File: config.mk
export PLATFORM = sky130hd
export DESIGN_NAME = mealy_seq_detector
export DESIGN_NICKNAME = d
export VERILOG_FILES = /design/src/rtl/mealy_det_pkg.sv /design/src/rtl/sat_counter.sv /design/src/rtl/mealy_seq_detector.sv
export SDC_FILE = /design/constraint.sdc
export NUM_CORES = 1
export LEC_CHECK = 0
export BUFFER_PORTS_ARGS = -buffer_cell sky130_fd_sc_hd__buf_2
export CORE_MARGIN = 2
export CORE_UTILIZATION = 50
export CTS_CLUSTER_SIZE = 28
export DETAILED_ROUTE_END_ITERATION = 10
export GPL_TIMING_DRIVEN = 0
export PLACE_DENSITY = 0.76
export RECOVER_POWER = 25
export SLEW_MARGIN = 20
export SYNTH_ARGS = -nofsm -noshare
export SYNTH_HDL_FRONTEND = slang
export SYNTH_SLANG_ARGS = --single-unit
File: constraint.sdc
create_clock -name clk -period 2 [get_ports clk]
set_input_delay 0 -clock clk [delete_from_list [all_inputs] [get_ports clk]]
set_output_delay 0 -clock clk [all_outputs]
set_load 0.05 [all_outputs]
File: src/rtl/mealy_det_pkg.sv
// Shared helpers for the serial pattern detector: state width and the
// elaboration-time next-state table builder (KMP-style fallback).
package mealy_det_pkg;

    localparam int MAX_LEN = 16;
    localparam int ENT_W   = 4;
    localparam int TBL_W   = 2 * MAX_LEN * ENT_W;

    function automatic int clog2(input int n);
        int w;
        for (w = 0; (1 << w) < n; w++) begin
        end
        return (w < 1) ? 1 : w;
    endfunction

    // Bit idx of a 16-bit pattern vector.
    function automatic logic pbit(input logic [15:0] pat, input int idx);
        logic [15:0] sh;
        sh = pat >> idx;
        return sh[0];
    endfunction

    // Longest proper prefix of the pattern that is a suffix of
    // (first k pattern bits followed by b). Never returns len.
    function automatic int nxt_state(input int k, input logic b,
                                     input logic [15:0] pat, input int len);
        int   best;
        int   si;
        logic ok;
        logic sb;
        best = 0;
        for (int j = 1; (j <= k + 1) && (j < len); j++) begin
            ok = 1'b1;
            for (int t = 0; t < j; t++) begin
                si = k + 1 - j + t;
                sb = (si == k) ? b : pbit(pat, len - 1 - si);
                if (sb != pbit(pat, len - 1 - t)) ok = 1'b0;
            end
            if (ok) best = j;
        end
        return best;
    endfunction

    // Packed table, entry {k, b} at bit offset (2k+b)*ENT_W.
    function automatic logic [TBL_W-1:0] build_table(input logic [15:0] pat,
                                                     input int len,
                                                     input bit overlap);
        logic [TBL_W-1:0] tbl;
        logic [ENT_W-1:0] ent;
        tbl = '0;
        for (int k = 0; k < len; k++) begin
            for (int bi = 0; bi < 2; bi++) begin
                ent = ENT_W'(nxt_state(k, 1'(bi), pat, len));
                if (!overlap && (k == len - 1) && (1'(bi) == pbit(pat, 0)))
                    ent = '0;
                tbl = tbl | ({{(TBL_W-ENT_W){1'b0}}, ent} << ((2 * k + bi) * ENT_W));
            end
        end
        return tbl;
    endfunction

endpackage

File: src/rtl/sat_counter.sv
// Event counter that sticks at all-ones; sat is registered alongside cnt.
module sat_counter #(
    parameter int CNT_W = 8
) (
    input  logic             clk,
    input  logic             areset_n,
    input  logic             clr,
    input  logic             inc,
    output logic [CNT_W-1:0] cnt,
    output logic             sat
);

    logic [CNT_W-1:0] cnt_d;

    always_comb begin
        cnt_d = cnt;
        if (clr)
            cnt_d = '0;
        else if (inc && !(&cnt))
            cnt_d = cnt + 1'b1;
    end

    always_ff @(posedge clk or negedge areset_n) begin
        if (!areset_n) begin
            cnt <= '0;
            sat <= 1'b0;
        end else begin
            cnt <= cnt_d;
            sat <= &cnt_d;
        end
    end

endmodule

File: src/rtl/mealy_seq_detector.sv
// Mealy serial-pattern detector: table-driven match state, combinational
// hit on the final pattern bit, saturating hit counter.
module mealy_seq_detector
    import mealy_det_pkg::*;
#(
    parameter int           LEN     = 4,
    parameter logic [LEN-1:0] PATTERN = 4'b1011,
    parameter bit           OVERLAP = 1'b1,
    parameter int           CNT_W   = 8,
    localparam int          SW      = clog2(LEN)
) (
    input  logic             clk,
    input  logic             areset_n,
    input  logic             clr,
    input  logic             in_valid,
    input  logic             in,
    output logic             hit,
    output logic [SW-1:0]    match_len,
    output logic [CNT_W-1:0] hit_cnt,
    output logic             cnt_sat
);

    localparam logic [TBL_W-1:0] NXT_TBL = build_table(16'(PATTERN), LEN, OVERLAP);

    logic [SW-1:0] state_q;
    logic [SW-1:0] state_d;

    // in is sampled only on edges where in_valid=1; there is no back-pressure,
    // a bit presented with in_valid=1 is always consumed on that edge.
    assign hit = areset_n & ~clr & in_valid
               & (state_q == SW'(LEN - 1)) & (in == PATTERN[0]);

    always_comb begin
        state_d = state_q;
        if (clr)
            state_d = '0;
        else if (in_valid)
            state_d = SW'(NXT_TBL >> {state_q, in, 2'b00});
    end

    always_ff @(posedge clk or negedge areset_n) begin
        if (!areset_n)
            state_q <= '0;
        else
            state_q <= state_d;
    end

    assign match_len = state_q;

    sat_counter #(
        .CNT_W (CNT_W)
    ) u_cnt (
        .clk      (clk),
        .areset_n (areset_n),
        .clr      (clr),
        .inc      (hit),
        .cnt      (hit_cnt),
        .sat      (cnt_sat)
    );

endmodule

### Word level (Yosys, flattened, before mapping)

Cells that the tools add are included.

* bits in registers: 11
* word-level logic and storage cells: 20
* bits of input ports: 5
* output and inout port bits: 12

* reductions and logical operators: 5
* mux-type cells: 4
* shift-type cells: 1
* $add $sub $neg: 1
* equality and inequality tests: 1
* bitwise gates (word level): 5

Operator list (number)
* 29-bit by 5-bit >> shifter with 2-bit output, first input constant: 1
* 8-bit two-way mux: 2
* 8-bit AND reduction: 2
* 8-bit by 1-bit adder with 8-bit output, second input constant: 1
* 1-bit AND: 4
* 2-bit two-way mux: 2
* 2-bit equality test, second input constant: 1
* 2-bit nonzero test: 1
* 1-bit logical AND: 1
* 1-bit logical NOT: 1
* 1-bit inverter: 1

### Depth between registers and ports, before layout

Gate-level depths: netlist of run 1.

* word-level depth: 9
* depth in mapped cells: 6
* depth with buffers taken out: 6

### By module

Synthesis of run 1 repeated with hierarchy kept, for this count alone.

* cells, all modules: 61
* area total of the unflattened synthesis: 631.9 sq um

By module, submodules not included
* sat_counter: seq. area each 225.2 sq um, area an instance 514.2 sq um, times used 1, cells an instance 50
* mealy_seq_detector: seq. area each 50.0 sq um, area an instance 117.6 sq um, times used 1, cells an instance 11

### Least setup slack after synthesis of run 1

Ideal clock, no wire load.

* kind: register to register
* start point: register u_cnt.cnt[1]
* end point: register u_cnt.sat
* path buffers: 0
* period minus slack after synthesis: 1.938 ns
* required time: 1.904 ns
* arrival: 1.842 ns
* cell stages (with the launch flop): 7
* setup time: 0.096 ns
* path slack: 0.062 ns
* cells stage by stage: dfrtp_1 ha_1 nand3_1 o211ai_2 mux2i_1 nand4_1 nor4_2

* word-level cells in the longest chain between the ends: 6
* elaborated cells on any way between the ends: 7
* classes of those cells: 1 x add/sub; 2 x mux; 4 x reduce/logical

Ends and longest elaborated chain
* start: declaration: RTL line sat_counter.sv:9 `output logic [CNT_W-1:0] cnt,`
* start signal: assignment: RTL line sat_counter.sv:28 `cnt <= cnt_d;`
* 8-bit AND reduction: RTL line sat_counter.sv:19 `else if (inc && !(&cnt))`
* 1-bit logical NOT: RTL line sat_counter.sv:19
* 1-bit logical AND: RTL line sat_counter.sv:19
* 8-bit two-way mux: RTL line sat_counter.sv:19
* 8-bit two-way mux: RTL line sat_counter.sv:17 `if (clr)`
* named net u_cnt.cnt_d[0]: RTL line sat_counter.sv:13 `logic [CNT_W-1:0] cnt_d;`
* 8-bit AND reduction: RTL line sat_counter.sv:29 `sat <= &cnt_d;`
* end signal: assignment: RTL line sat_counter.sv:29
* end: declaration: RTL line sat_counter.sv:10 `output logic sat`

The timed path passes the listed nets, and every way through them passes these cells.
A chain may end at the register's enable or synchronous reset.

### Worst setup path after layout of run 1

* start point: register u_cnt.cnt[0]
* end point: register u_cnt.sat

* word-level cells in the longest chain between the ends: 6
* elaborated cells on any way between the ends: 7
* classes of those cells: 1 x add/sub; 2 x mux; 4 x reduce/logical

Ends and longest elaborated chain (RTL line)
* parallel branches: the longest is 3 deep, another holds 8-bit by 1-bit adder with 8-bit output
* 8-bit two-way mux *: sat_counter.sv:19
* 8-bit two-way mux *: sat_counter.sv:17
* named net u_cnt.cnt_d[6]: sat_counter.sv:13
* 8-bit AND reduction *: sat_counter.sv:29

Mark *: on every way through the listed nets, which the timed path passes.

==> results of run 1 <==
==> repair_timing <==
| item | 4_1_cts | 5_1_grt |
|---|---|---|
| gates resized for setup | 0 | 1 |
| hold endpoints to repair | 11 | 0 |
| hold buffers | 1 | 0 |
| setup endpoints to repair | 0 | 1 |
==> through the flow <==
| stage | setup slack [ns] | hold slack [ns] | cells | power, uW | util, % |
|---|---|---|---|---|---|
| 2_1_floorplan | 0.06240 | -0.2956 | 72 | 245.3 | - |
| 3_3_place_gp | 0.2339 | -0.1223 | 103 | 258.3 | 60.45 |
| 3_5_place_dp | 0.1825 | -0.1224 | 103 | 258.5 | 60.45 |
| 4_1_cts | 0.1681 | 0.01899 | 108 | 409.6 | 63.31 |
| 5_1_grt | 0.004651 | 0.03040 | 108 | 417.0 | 63.81 |
| 6_report | 0.2229 | 0.01708 | 108 | 400.5 | 63.81 |
==> sequential cells by signal, indices dropped and copies added (netlist names) <==
name,cells
u_cnt.cnt,8
match_len,2
u_cnt.sat,1
==> synth_stat cells <==
cell	count
a31oi_1	1
nor3_1	1
inv_1	3
nor2b_1	2
nor4_2	1
clkbuf_1	1
and2_4	1
a311oi_1	2
and3_1	3
and2_2	1
nand2b_1	2
nand4_1	4
o21ai_0	1
o211ai_2	1
ha_1	2
nor2_1	7
a21oi_1	4
and4_1	2
and4b_1	1
and2_1	2
or3_1	1
mux2_2	1
dfrtp_1	11
nor3b_1	1
nand2_1	7
buf_4	1
mux2i_1	3
nand3_1	2
a41oi_1	1
and3b_1	1
nor4_1	1
==> kinds of logic after synthesis <==
family	share of synthesized area, %
AO/OA/AOI/OAI	10.49
adder cells (fa/ha/maj)	3.745
buffers and inverters	3.371
flip-flops	41.20
multiplexers	6.180
AND/OR/NAND/NOR	35.02
==> metal layers <==
layer / part of all wire [%] / GRT usage [%] / up-vias
li1: - / - / 307
met1: 47 / 27.87 / 280
met2: 46 / 31.75 / 20
met3: 5.9 / 1.667 / 2
met4: 1.6 / 10.00 / 0
met5: 0 / 0 / -
==> how the worst min path moves through the flow <==
| stage | start | to | slack, ns | depth (start not counted) |
|---|---|---|---|---|
| global route | in | match_len[0]$_DFFE_PN0P_ | 0.03 | 3 |
| detailed placement | areset_n | u_cnt.cnt[4]$_DFF_PN0_ | -0.12 | 1 |
| floorplan | areset_n | match_len[0]$_DFFE_PN0P_ | -0.30 | 0 |
| finish | in | match_len[0]$_DFFE_PN0P_ | 0.02 | 3 |
| CTS | in | match_len[0]$_DFFE_PN0P_ | 0.02 | 3 |
| global placement | areset_n | match_len[0]$_DFFE_PN0P_ | -0.12 | 1 |
==> tightest hold or removal path, delay by kind of cell <==
kind / cells / cell delay [ns]
buffers and inverters: 1 / 0.10
muxes: 1 / 0.06
and+or+nand+nor: 1 / 0.08
==> layout make-up <==
class	instances	area [um^2]	area share, %
plain buffers	2	11.26	1.391
clock buffers	4	26.28	3.246
inverters	3	11.26	1.391
multi-input cells	56	376.6	46.52
flip-flops and latches	11	275.3	34.00
well taps	15	18.77	2.318
repair buffers	17	90.09	11.13
==> where the power goes <==
group          switching (uW)  total (uW)  internal, uW
sequential               1.44         226           224
combinational            20.1        29.9          9.80
clock                    68.0         145          77.1
total                    89.5         400           311
==> metrics.md, run 1 <==
| Metric | Value |
|---|---|
| Worst path max stage delay | `between 0.4 and 0.5 ns` |
| TritonCTS Buffers | `3` |
| Most frequent cells in the layout | `buf_2 (16), dfrtp_1 (11), nor2_1 (7), nand2_1 (7)` |
| Syn_area_per_cell | `about 9.3 um^2` |
| Sink Count | `11` |
| Reg clk slew, reported paths | `0.07 ns` |
| Synthesized area | `around 670 um^2` |
| I/O pins | `17` |
| Yosys reg bits | `11` |
| Clock latency on the worst-skew pair | `about 0.27 ns` |
| Clock Skew | `0.006292 ns` |
| Largest net degree at the start of global routing | `13` |
| WL/cell | `approximately 12 um` |
| Seq/Total Area, Yosys | `between 40% and 50%` |
| CP startpoint | `u_cnt.cnt[0]$_DFF_PN0_` |
| Fraction of layout cells with a size suffix above 1 | `between 20 and 30%` |
| Fill count | `around 110` |
| Final wirelength | `roughly 1300 um` |
| CP bufs+invs | `0` |
| R2R depth | `6` |
| Die Span Y | `around 41 um` |
| End point of the critical path | `u_cnt.sat$_DFF_PN0_` |
| DR iter-0 viols | `21` |
| Slew Limit Fails | `0` |
| Final period utilization | `roughly nine tenths` |
| Cell Chain, Critical Path | `ha_1 > and3_1 > a41oi_1 > a311oi_2 > nand4_1 > nor4_2` |
| DR pass1 iterations | `4` |
| Post-CTS setup buffer count | `0` |
| Synth Warn # | `0` |
| Leak pwr | `around 0.00043 uW` |
| Startpoint Class | `flip-flop` |
| Max-cap violations | `0` |
| Tmin final | `between 1.5 and 2 ns` |
| Commonest non-fill, non-tap cell in the layout | `buf_2` |
| Placed cell area | `767.0 um^2` |
| Worst EP arrival | `between 1.5 and 2 ns` |
| Clk buf depth | `2` |
| Area growth from synthesis to layout | `21.16%` |
| CP required | `2.17 ns` |
| Root buf cell | `clkbuf_4` |
| GP Congestion | `around 0.74` |
| Netlist cell types | `31` |
| Initial antenna violation count | `0` |
| Total core area | `~1300 um^2` |
| DP HPWL | `approximately 1100 um` |
| Slew margin rel. | `69.67%` |
| Buffers on Ports | `16` |
| Worst reg-to-reg setup slack | `between 0.2 and 0.25 ns` |
| Row Count | `13` |
| CP delay by family, top | `simple AND/OR/NAND/NOR gates` |
| RSZ-0062 raised after global routing | `no` |
| Setup CP Type | `flip-flop to flip-flop` |
| Die Area | `1645 um^2` |
| Post-route ant nets | `0` |
| Area share of the largest cell type after synthesis | `around 40%` |
| PwrDens | `between 400 and 500 nW/um^2` |
| H-tree levels | `1` |
| # nets final | `between 100 and 150` |
| Crit path capture type | `flip-flop` |
| Worst Path Max Fanout | `5` |
| CTS tree | `done` |
| R2r startpoint | `u_cnt.cnt[0]$_DFF_PN0_` |
| Hold Fails Final Rpt | `0` |
| Worst-Margin Slew | `between 0.4 and 0.5 ns` |
| Post-Synthesis Cells | `72` |
| Final setup fails | `0` |
| Setup TNS Final | `0 ns` |
| Fmax | `between 500 and 600 MHz` |
| Total GRT Usage | `between 20% and 30%` |
| Synth area leaders | `dfrtp_1 (41%), mux2i_1 (4.5%), nand2_1 (3.9%)` |
| First-pass GRT wire length | `between 2000 and 2500 um` |
| DR vias | `between 600 and 700` |
| CP max stage cell | `dfrtp_1` |
| Outcome | `complete, no violations` |
| Post-Syn Nets | `79` |
| Min-Delay Path Class | `input pin to flip-flop` |
| Chip Width | `40.56 um` |
| Final instance area | `809.5 um^2` |
| Vias/cell | `~5.6` |
| Final routed DRC violation total | `0` |
| Critical Path Stages | `6` |
| Synth area leader | `dfrtp_1` |
| Vias in the first global route | `about 470` |
| Initial Util | `around 53%` |
| RR Endpoint | `u_cnt.sat$_DFF_PN0_` |
| GR Overflow Total | `0` |
| Max IR drop VDD | `about 0.00037 V` |
| # diodes | `0` |
(Power assumes the default switching activity.)
==> run 2: changes to the inputs <==
Settings changed: RECOVER_POWER 25 to 50.
==> run 2 against run 1 <==
Cell count unchanged; clock skew about the same; clock power about the same; sequential share of layout area increased by 0.21 points; critical path depth unchanged; die area unchanged; global-route usage unchanged; via count increased by 1.1%; total power about the same; critical path type unchanged; critical endpoint unchanged; highest routed layer unchanged.
==> metrics.md, run 2 (synthesis gave the netlist of run 1 again) <==
| Metric | Value |
|---|---|
| Buffers on Ports | `16` |
| Total core area | `roughly 1300 um^2` |
| Clock Skew | `0.005920 ns` |
| Area growth from synthesis to layout | `20.41%` |
| Final period utilization | `between 80% and 90%` |
| Tmin final | `between 1.5 and 2 ns` |
| CP startpoint | `u_cnt.cnt[0]$_DFF_PN0_` |
| Slew Limit Fails | `0` |
| Vias/cell | `5.704` |
| Cell Chain, Critical Path | `ha_1 > and3_1 > a41oi_1 > a311oi_2 > nand4_1 > nor4_2` |
| Startpoint Class | `flip-flop` |
| I/O pins | `17` |
| # diodes | `0` |
| Commonest non-fill, non-tap cell in the layout | `buf_2` |
| GR Overflow Total | `0` |
| GP Congestion | `roughly 0.74` |
| Setup TNS Final | `0 ns` |
| DR vias | `between 600 and 700` |
| DR iter-0 viols | `21` |
| CP required | `about 2.2 ns` |
| Root buf cell | `clkbuf_4` |
| CP max stage cell | `dfrtp_1` |
| H-tree levels | `1` |
| Crit path capture type | `flip-flop` |
| Worst Path Max Fanout | `5` |
| Tot Pwr | `around 400 uW` |
| Hold Fails Final Rpt | `0` |
| Initial Util | `a little over half` |
| Fmax | `between 500 and 600 MHz` |
| PwrDens | `around 500 nW/um^2` |
| Most frequent cells in the layout | `buf_2 (12), dfrtp_1 (11), nor2_1 (7), nand2_1 (7), clkbuf_1 (6)` |
| Die Area | `between 1500 and 2000 um^2` |
| Final hold slack | `~0.017 ns` |
| Leak pwr | `just over 0.0004 uW` |
| Final routed DRC violation total | `0` |
| Row Count | `13` |
| Worst EP arrival | `roughly 2.0 ns` |
| Max reg flops | `8` |
| Total GRT Usage | `about a fifth` |
| Hold Startpoint | `in` |
| Initial antenna violation count | `0` |
| Chip Width | `around 40 um` |
| Vias in the first global route | `between 400 and 500` |
| Worst-Margin Slew | `around 0.6 ns` |
| R2r startpoint | `u_cnt.cnt[0]$_DFF_PN0_` |
| First-pass GRT wire length | `about 2100 um` |
| RSZ-0062 raised after global routing | `no` |
| Fill count | `around 110` |
| Final wirelength | `1363 um` |
| Sink Count | `11` |
| Reg clk slew, reported paths | `roughly 0.07 ns` |
| Clock latency on the worst-skew pair | `approximately 0.27 ns` |
| Largest register by flop count | `u_cnt.cnt` |
| Fraction of layout cells with a size suffix above 1 | `a little under a quarter` |
| # nets final | `between 100 and 150` |
| Post-route ant nets | `0` |
| Final worst setup slack | `between 0.2 and 0.25 ns` |
| DP HPWL | `between 1000 and 1500 um` |
| Clk buf depth | `2` |
| Slew margin rel. | `60.20%` |
| Max-cap violations | `0` |
| CP delay by family, top | `simple AND/OR/NAND/NOR gates` |
| Final setup fails | `0` |
| Die Span Y | `a little over 40 um` |
| WL/cell | `roughly 13 um` |
| DR pass1 iterations | `4` |
| Setup CP Type | `flip-flop to flip-flop` |
| Largest net degree at the start of global routing | `13` |
| Post-CTS setup buffer count | `0` |
| TritonCTS Buffers | `3` |
| Outcome | `complete, no violations` |
| Min-Delay Path Class | `input pin to flip-flop` |
| CP bufs+invs | `0` |
| Max IR drop VDD | `0.0003771 V` |
| CTS tree | `done` |
| Pre-CTS setup slack | `0.1825 ns` |
| Worst path max stage delay | `between 0.4 and 0.5 ns` |
[run 2: worst paths after layout]
path / endpoint / slack, ns / cells after the start
hold / removal: match_len[0]$_DFFE_PN0P_ / 0.02 / 3
setup reg to reg: u_cnt.sat$_DFF_PN0_ / 0.22 / 6
setup / recovery: u_cnt.sat$_DFF_PN0_ / 0.22 / 6
min in group asynchronous: u_cnt.cnt[4]$_DFF_PN0_ / 0.11 / 2
max in group asynchronous: u_cnt.cnt[5]$_DFF_PN0_ / 1.69 / 2
hold reg to reg: match_len[1]$_DFFE_PN0P_ / 0.58 / 2
[run 2: area by class of cell]
cell class	count	area (um^2)	area share (%)
plain buffers	2	11.26	1.400
clock buffers	4	26.28	3.266
inverters	3	11.26	1.400
multi-input cells	56	376.6	46.81
flip-flops and latches	11	275.3	34.21
well taps	15	18.77	2.333
repair buffers	17	85.08	10.58
[run 2: worst reg2reg max path, delay by kind of cell, from the launching register on]
family | cells | cell delay [ns]
DFF | 1 | 0.41
AOI/OAI and AO/OA | 2 | 0.49
and+or+nand+nor | 3 | 0.54
adders and majority gates | 1 | 0.24
[run 2: repair_timing]
action	4_1_cts	5_1_grt
endpoints found under the hold margin	11	0
gates resized for setup	0	1
setup endpoints to repair	0	1
hold buffers	1	0
[run 2: routing by layer]
| metal | wire (um) | part of all wire (%) | up-vias | GRT usage (%) |
|---|---|---|---|---|
| met5 | 0 | 0 | - | 0 |
| met3 | 75 | 5.5 | 2 | 1.667 |
| met4 | 21 | 1.5 | 0 | 10.00 |
| li1 | - | - | 308 | - |
| met1 | 639 | 47 | 288 | 27.87 |
| met2 | 626 | 46 | 18 | 31.75 |
[run 2: per-stage QoR]
stage	cell area, um^2	std cells	util [%]
global placement	767.0	103	60.45
floorplan	668.1	72	-
detailed placement	767.0	103	60.45
finish	804.5	108	63.41
CTS	803.3	108	63.31
global route	804.5	108	63.41
[run 2: power breakdown]
group          internal (uW)  leakage (uW)  switching (uW)
Combinational           9.32      0.000240            20.1
Clock                   77.1     0.0000150            68.2
Sequential               224      0.000153            1.48
==> run 3: changes to the inputs <==
Settings changed: CORE_MARGIN 2 to not set, PLACE_DENSITY 0.76 to 0.81.
==> run 3 against run 2 <==
Sequential share of layout area grew 0.11 points; worst setup slack lost 0.021 ns; sequential power is essentially flat; critical endpoint unchanged; largest power group unchanged.
==> metrics.md, run 3 (synthesis gave the netlist of run 1 again) <==
| Metric | Value |
|---|---|
| Outcome | `complete, no violations` |
| I/O pins | `17` |
| Min-Delay Path Class | `input pin to flip-flop` |
| Worst-Margin Slew | `between 0.6 and 0.7 ns` |
| Tot Pwr | `roughly 400 uW` |
| CP max stage cell | `dfrtp_1` |
| Clk buf depth | `2` |
| GR Overflow Total | `0` |
| Sink Count | `11` |
| WL/cell | `between 10 and 15 um` |
| Worst path max stage delay | `between 0.4 and 0.5 ns` |
| DR pass1 iterations | `4` |
| Buffers on Ports | `16` |
| Worst Path Max Fanout | `8` |
| Initial Util | `about 57%` |
| Fraction of layout cells with a size suffix above 1 | `22.58%` |
| DR iter-0 viols | `14` |
| Final setup fails | `0` |
| Chip Width | `about 39 um` |
| First-pass GRT wire length | `2421 um` |
| Die Area | `approximately 1500 um^2` |
| Worst EP arrival | `1.97 ns` |
| Post-route ant nets | `0` |
| Max layer used | `met4` |
| PwrDens | `approximately 500 nW/um^2` |
| CP bufs+invs | `0` |
| # nets final | `about 100` |
| Vias/cell | `approximately 5.6` |
| Total GRT Usage | `between 20 and 25%` |
| Root buf cell | `clkbuf_4` |
| CTS tree | `done` |
| Max IR drop VDD | `0.0004109 V` |
| Max reg flops | `8` |
| Most frequent cells in the layout | `buf_2 (11), dfrtp_1 (11), clkbuf_1 (7), nor2_1 (7), nand2_1 (7)` |
| CP delay by family, top | `simple AND/OR/NAND/NOR gates` |
| Post-Route M1 WL | `about 740 um` |
| Startpoint Class | `flip-flop` |
| DR vias | `around 600` |
| Row Count | `12` |
| Max-cap violations | `0` |
| Final core utilization | `around 68%` |
| Reg clk slew, reported paths | `about 0.06 ns` |
| Final period utilization | `between 80% and 90%` |
| DP HPWL | `between 1000 and 1500 um` |
| Metal3 WL | `between 70 and 80 um` |
| H-tree levels | `1` |
| Met2 wire length | `about 600 um` |
| Largest net degree at the start of global routing | `13` |
| Placed cell count | `between 100 and 150` |
| Leak pwr | `roughly 0.0004 uW` |
| Area growth from synthesis to layout | `20.04%` |
| Largest register by flop count | `u_cnt.cnt` |
| Slew margin rel. | `between 60 and 70%` |
| RSZ-0062 raised after global routing | `no` |
| Fmax | `between 500 and 600 MHz` |
| Final wirelength | `between 1000 and 1500 um` |
| Final routed DRC violation total | `0` |
| Crit path capture type | `flip-flop` |
| Total core area | `roughly 1200 um^2` |
| Slew Limit Fails | `0` |
| Setup CP Type | `flip-flop to flip-flop` |
| Die Span Y | `between 30 and 40 um` |
| Hold Fails Final Rpt | `0` |
| Final hold slack | `about 0.026 ns` |
| Setup TNS Final | `0 ns` |
| Clock Skew | `between 0.0003 and 0.0004 ns` |
| Vias in the first global route | `between 500 and 600` |
| Tmin final | `~1.8 ns` |
| Cell Chain, Critical Path | `ha_1 > nand3_1 > o211ai_2 > mux2i_1 > nand4_1 > nor4_2` |
| TritonCTS Buffers | `3` |
| # diodes | `0` |
| CP required | `2.17 ns` |
| GP Congestion | `between 0.7 and 0.8` |
| Number of non-filler instances in the completed layout | `around 110` |
| Initial antenna violation count | `0` |
| Clock latency on the worst-skew pair | `about 0.26 ns` |
run 3: changes by cell type in the layout (fill, tap and decap cells not counted), sizes merged:
cell	previous run	this run
buf	13	12
clkbuf	9	10
run 3: final timing paths:
kind	endpoint	slack, ns	startpoint	depth (start not counted)
worst min register to register	u_cnt.cnt[0]$_DFF_PN0_	0.58	u_cnt.cnt[0]$_DFF_PN0_	1
worst max register to register	u_cnt.sat$_DFF_PN0_	0.20	u_cnt.cnt[0]$_DFF_PN0_	6
max in group asynchronous	u_cnt.cnt[5]$_DFF_PN0_	1.68	areset_n	2
min in group asynchronous	match_len[0]$_DFFE_PN0P_	0.13	areset_n	2
worst min-delay path	match_len[0]$_DFFE_PN0P_	0.03	in	3
worst max-delay path	u_cnt.sat$_DFF_PN0_	0.20	u_cnt.cnt[0]$_DFF_PN0_	6
run 3: final cells by class:
| class | count | area, um^2 |
|---|---|---|
| Multi-Input combinational cell | 56 | 376.6 |
| Fill cell | 102 | 369.1 |
| Sequential cell | 11 | 275.3 |
| Timing Repair Buffer | 17 | 83.83 |
| Clock buffer | 4 | 26.28 |
| Tap cell | 14 | 17.52 |
| Buffer | 2 | 11.26 |
| Inverter | 3 | 11.26 |
run 3: tightest hold or removal path, stage by stage:
cell     delay, ns
buf_2         0.10
mux2i_1       0.07
nor2_1        0.08
run 3: power breakdown:
group / switching [uW] / total [uW] / internal, uW
clock: 66.5 / 144 / 77.1
combinational: 20.7 / 30.1 / 9.38
sequential: 1.55 / 226 / 224
run 3: what timing repair did:
action,4_1_cts,5_1_grt
hold buffers,1,0
gates resized for setup,0,1
hold endpoints to repair,11,0
setup endpoints to repair,0,1
buffers inserted,0,0
run 3: per-stage QoR:
| stage | cell area [um^2] | setup WS, ns |
|---|---|---|
| after floorplan | 668.1 | 0.06240 |
| after global placement | 765.7 | 0.2071 |
| after detailed placement | 765.7 | 0.1642 |
| after CTS | 802.0 | 0.1497 |
| after global routing | 802.0 | 0.03473 |
| final | 802.0 | 0.2031 |
run 3: routing by layer:
metal  GRT usage (%)  vias up
li1                -      310
met3           3.488        2
met5               0        -
met2           33.33       18
met1           36.50      264
met4           12.93        0
